$ cat src/rtl/pipe_hazard_ctrl.sv
// Stall/flush scheduler for a 5-stage pipeline: load-use bubbles, EX-resolved
// branch flushes, and a frozen-pipeline wait on slow data memory with timeout.
module pipe_hazard_ctrl #(
    parameter logic [1:0]  WD_DRAM     = 2'b01,
    parameter int unsigned MEM_TIMEOUT = 16,
    parameter int unsigned CNT_W       = 32
) (
    input  logic             clk_cpu,
    input  logic             rst_cpu,
    input  logic [4:0]       rs1_id,
    input  logic [4:0]       rs2_id,
    input  logic             re1_id,
    input  logic             re2_id,
    input  logic [4:0]       rd_ex,
    input  logic             rd_we_ex,
    input  logic [1:0]       wd_sel_ex,
    input  logic             flag_ex,
    input  logic             dram_req_mem,
    input  logic             dram_ready,
    output logic             stall_pc,
    output logic             stall_if_id,
    output logic             stall_id_ex,
    output logic             stall_ex_mem,
    output logic             flush_if_id,
    output logic             flush_id_ex,
    output logic             flush_mem_wb,
    output logic             mem_err,
    output logic [CNT_W-1:0] stall_cnt,
    output logic [CNT_W-1:0] flush_cnt
);

    typedef enum logic [1:0] {StRun, StMemWait, StErr} state_e;

    localparam logic [7:0] TimeoutVal = 8'(MEM_TIMEOUT);

    state_e           state_q, state_d;
    logic [7:0]       wait_q, wait_d;
    logic             mem_err_q, mem_err_d;
    logic [CNT_W-1:0] stall_cnt_q, stall_cnt_d;
    logic [CNT_W-1:0] flush_cnt_q, flush_cnt_d;

    logic load_use;
    logic mem_busy;
    logic freeze;
    logic normal;

    assign load_use = rd_we_ex && (wd_sel_ex == WD_DRAM) && (rd_ex != 5'd0) &&
                      ((re1_id && (rs1_id == rd_ex)) || (re2_id && (rs2_id == rd_ex)));
    assign mem_busy = dram_req_mem && !dram_ready;

    // Next-state logic and stall/flush decode from state plus live hazards
    always_comb begin
        state_d      = state_q;
        wait_d       = wait_q;
        mem_err_d    = mem_err_q;
        freeze       = 1'b0;
        normal       = 1'b0;
        stall_pc     = 1'b0;
        stall_if_id  = 1'b0;
        stall_id_ex  = 1'b0;
        stall_ex_mem = 1'b0;
        flush_if_id  = 1'b0;
        flush_id_ex  = 1'b0;
        flush_mem_wb = 1'b0;

        unique case (state_q)
            StRun: begin
                if (mem_busy) begin
                    freeze  = 1'b1;
                    state_d = StMemWait;
                    wait_d  = 8'd1;
                end else begin
                    normal = 1'b1;
                end
            end
            StMemWait: begin
                if (dram_ready) begin
                    // Release cycle: hazards held stable during the freeze act now
                    normal  = 1'b1;
                    state_d = StRun;
                    wait_d  = 8'd0;
                end else if (wait_q == TimeoutVal) begin
                    freeze    = 1'b1;
                    state_d   = StErr;
                    mem_err_d = 1'b1;
                end else begin
                    freeze = 1'b1;
                    wait_d = wait_q + 8'd1;
                end
            end
            StErr: begin
                freeze = 1'b1;
            end
            default: begin
                state_d = StRun;
            end
        endcase

        if (!rst_cpu) begin
            if (freeze) begin
                stall_pc     = 1'b1;
                stall_if_id  = 1'b1;
                stall_id_ex  = 1'b1;
                stall_ex_mem = 1'b1;
                flush_mem_wb = 1'b1;
            end else if (normal) begin
                if (flag_ex) begin
                    // Wrong-path ID instruction: flush wins over load-use
                    flush_if_id = 1'b1;
                    flush_id_ex = 1'b1;
                end else if (load_use) begin
                    stall_pc    = 1'b1;
                    stall_if_id = 1'b1;
                    flush_id_ex = 1'b1;
                end
            end
        end
    end

    // Saturating performance counters
    always_comb begin
        stall_cnt_d = stall_cnt_q;
        flush_cnt_d = flush_cnt_q;
        if (stall_pc && (stall_cnt_q != '1)) begin
            stall_cnt_d = stall_cnt_q + CNT_W'(1);
        end
        if (flush_if_id && (flush_cnt_q != '1)) begin
            flush_cnt_d = flush_cnt_q + CNT_W'(1);
        end
    end

    // State registers with synchronous reset
    always_ff @(posedge clk_cpu) begin
        if (rst_cpu) begin
            state_q     <= StRun;
            wait_q      <= 8'd0;
            mem_err_q   <= 1'b0;
            stall_cnt_q <= '0;
            flush_cnt_q <= '0;
        end else begin
            state_q     <= state_d;
            wait_q      <= wait_d;
            mem_err_q   <= mem_err_d;
            stall_cnt_q <= stall_cnt_d;
            flush_cnt_q <= flush_cnt_d;
        end
    end

    assign mem_err   = mem_err_q;
    assign stall_cnt = stall_cnt_q;
    assign flush_cnt = flush_cnt_q;

endmodule

$ cat config.mk
export PLATFORM = sky130hd
export DESIGN_NAME = pipe_hazard_ctrl
export DESIGN_NICKNAME = d
export VERILOG_FILES = /design/src/rtl/pipe_hazard_ctrl.sv
export SDC_FILE = /design/constraint.sdc
export NUM_CORES = 1
export LEC_CHECK = 0
export ABC_AREA = 1
export CORE_ASPECT_RATIO = 0.5
export CORE_MARGIN = 2
export CORE_UTILIZATION = 45
export CTS_BUF_LIST = sky130_fd_sc_hd__clkbuf_2 sky130_fd_sc_hd__clkbuf_4 sky130_fd_sc_hd__clkbuf_8
export DETAILED_ROUTE_END_ITERATION = 8
export PLACE_DENSITY = 0.71
export SYNTH_ARGS = -nofsm -noshare
export SYNTH_HDL_FRONTEND = slang
export SYNTH_SLANG_ARGS = --single-unit
export TNS_END_PERCENT = 100
$ cat constraint.sdc
create_clock -name clk_cpu -period 2 [get_ports clk_cpu]
set_input_delay 0.2 -clock clk_cpu [delete_from_list [all_inputs] [get_ports clk_cpu]]
set_output_delay 0.2 -clock clk_cpu [all_outputs]
set_load 0.1 [all_outputs]
==> metrics.csv <==
stage,metric,value,unit
finish,final design utilization,0.615,
cts,number of clock buffers inserted by TritonCTS,9,
place,"worst slack, placed",-119,ps
sta,final sum of negative setup slack,0,ps
cts,clock sinks,75,
route,WL final,13.6,mm
finish,layout cells sized above 1,0.243,
synth,Synthesized Nets,819,
global_routing,first-pass GRT wire length,21.9,mm
worst_setup_path,worst r2r path cells,9,
floorplanning,initial cell density of the core,0.472,
worst_setup_path,worst-path cell chain,"inv_2, nand2_4, nor2_4, a21oi_2, or2_4, buf_6, clkinvlp_4, buf_12",
place,quantity of I/O buffers inserted on ports,96,
route,first-iteration detailed-routing DRC count,319,
synth,Mapped Area,4890,sq um
power,Leak Pwr,2.61,nW
power,overall power consumption,3.22,mW
route,total iterations of the first detailed-routing run,5,
finish,area growth from synthesis to layout,30.3,%
worst_setup_path,Worst Path Max Fanout,4,
synth,"Distinct cells, synth",41,
place,final weighted congestion of routability-driven global placement,0.880,
worst_setup_path,worst r2r dst,stall_cnt[0],
global_routing,pin count of the biggest net entering global routing,51,
route,wire per inst,13.0,microns
worst_setup_path,slowest library cell on the worst path,dfxtp_2,
cts,Clock Root Buffer,clkbuf_8,
worst_setup_path,logic depth of the worst setup path including buffers,8,
synth,count of flip-flops with a built-in enable after synthesis,0,
cts,"CTS clk-pin slew, worst paths",70,ps
place,"Cell Area, Placed",6070,sq um
finish,fin nets,927,
synth,post-synthesis sequential element count,75,
worst_setup_path,start point of the critical path,state_q[1],
cts,level count of the clock H-tree,3,
synth,synthesized area per cell,6.20,sq um
global_routing,global-route total usage across every layer,0.230,
floorplanning,die area,11800,sq um
worst_setup_path,CP peak stage delay,340,ps
sta,Worst Max-Slew Pin Slew,583,ps
finish,"Non-Filler Cell Area, Final",6380,sq um
global_routing,grt total ovfl,0,
worst_hold_path,cell depth of the worst min-delay path,2,
sta,share of the cycle needed by the critical path after routing,0.954,
run,MaxCap Viol Count,0,
cts,worst-case clock buffer depth,2,
floorplanning,Core Footprint,10400,sq um
route,number of antenna-violating nets in the routed design,0,
worst_hold_path,path category of the worst min-delay check,in -> reg,
finish,most frequent standard cell in the layout excluding fill and tap cells,nand2_1,
sta,Final Critical Period,1910,ps
worst_setup_path,category of the worst setup path capture point,primary output,
floorplanning,Die Span X,151,microns
power,Pwr per Cell Area,505,nW/um^2
cts,Worst-Skew Late Latency,360,ps
worst_setup_path,data arrival time of the critical path,1710,ps
finish,"commonest cells after routing, fill and taps aside","254 x nand2_1, 101 x nor2_1, 86 x buf_4",
run_status,run status,"complete, no violations",
synth,ys flop type,dfxtp_1,
route,number of vias after detailed routing,5281,
sta,Relative slew margins,0.611,
power,peak ir drop on the vdd network,0.000339,V
worst_setup_path,Reg-to-Reg Start,stall_cnt[0],
floorplanning,site row count,26,
synth,register area share after synthesis,0.307,
worst_setup_path,number of buffer and inverter instances along the worst setup path,4,
synth,async set-reset flop share out of synthesis,0,
worst_setup_path,Critical Path End,stall_ex_mem,
sta,max-slew violation count,0,
global_routing,initial antenna violation count,0,
sta,final-layout worst hold slack,79.2,ps
finish,final cell count without fillers,1043,
floorplanning,die boundary height,77.7,microns
place,Placed Cells,1023,
worst_setup_path,worst setup path category,reg -> out,
sta,post-route worst setup slack,92.3,ps
worst_setup_path,setup slack on the worst flop-to-flop path,140,ps
sta,setup violation total in the final timing report,0,
worst_setup_path,dominant delay contributor by cell family on the critical path,buffers and inverters,
sta,worst clock skew on the final layout,12.5,ps
global_routing,vias in the first global route,4607,
floorplanning,I/O pin total,97,
worst_setup_path,type of origin of the critical path,register,
place,detailed placer's ending HPWL,9.91,mm
sta,total count of hold-check failures in the final report,0,
finish,ant diodes,0,
sta,maximum clock frequency,524,MHz
cts,CTS tree,yes,
synth,cell count after synthesis,790,
worst_setup_path,required arrival time at the worst endpoint,1800,ps
synth,Synth warnings,0,
route,# DRC,0,
route,routed via count divided by cell count,5.06,
==> Yosys cell counts (2+ instances only) <==
master / n / area, sq um
clkinv_1: 2 / 7.51
nand2_2: 5 / 31.3
buf_2: 3 / 15.0
buf_4: 10 / 75.1
nand3_2: 3 / 30.0
inv_2: 4 / 15.0
nor3b_1: 2 / 15.0
dfxtp_1: 75 / 1500
nor2_2: 7 / 43.8
o21ai_0: 12 / 60.1
buf_6: 3 / 33.8
a21oi_1: 59 / 295
nand3_1: 62 / 310
nand4_1: 18 / 113
o21bai_1: 3 / 22.5
nor2_1: 105 / 394
nor3_2: 4 / 40.0
xnor2_1: 12 / 105
inv_1: 71 / 267
nor3_1: 19 / 95.1
nand3b_1: 6 / 45.0
ha_1: 4 / 50.1
clkbuf_1: 6 / 22.5
buf_1: 2 / 7.51
xor2_1: 18 / 158
and3_1: 3 / 18.8
nand2_1: 255 / 957
nand2_4: 2 / 22.5
nor2_4: 3 / 33.8
==> cell type report <==
| type | count | area, sq um |
|---|---|---|
| Tap cell | 140 | 175 |
| Sequential cell | 75 | 1590 |
| Timing Repair Buffer | 121 | 1100 |
| Inverter | 78 | 299 |
| Clock buffer | 9 | 124 |
| Multi-Input combinational cell | 613 | 3000 |
| Clock inverter | 7 | 82.6 |
| Fill cell | 999 | 4000 |
==> worst min-delay path by stage <==
stage | from | to | slack (ps)
floorplan | dram_ready | wait_q[4] | 380
global placement | mem_err | mem_err | 450
detailed placement | mem_err | mem_err | 450
CTS | rst_cpu | state_q[1] | 80
global route | rst_cpu | state_q[1] | 100
finish | rst_cpu | state_q[1] | 80
==> routing by layer <==
| layer | GRT usage | routed length (microns) | up-vias |
|---|---|---|---|
| met5 | 0 | 0 | - |
| met4 | 0.0407 | 93 | 0 |
| met3 | 0.0518 | 670 | 8 |
| met2 | 0.376 | 6400 | 131 |
| met1 | 0.315 | 6420 | 2399 |
| li1 | - | - | 2743 |
==> flip-flops by register name (all words and copies together) (netlist names) <==
register and count:
state_q 2, mem_err 1, flush_cnt 32, wait_q 8, stall_cnt 32
==> cells by family after synthesis <==
logic type,count (synthesis),synth area share
AOI/OAI and AO/OA,77,0.0823
xor gates and xnor gates,30,0.0537
adders and majority gates,4,0.0102
buffers and inverters,102,0.0918
DFF,75,0.307
and+or+nand+nor,502,0.455
==> repair_timing <==
action,in CTS,in global routing
hold buffers,0,0
pin swaps,3,5
endpoints found under the setup margin,2,18
setup buffers,3,1
resized for setup,2,17
==> where the power goes <==
part	switching, mW	total, mW	internal (mW)
sequential	0.0120	1.51	1.50
combinational	0.283	0.452	0.169
clock	0.575	1.26	0.686
total	0.870	3.22	2.35
Power figures use the tool's default switching activity.
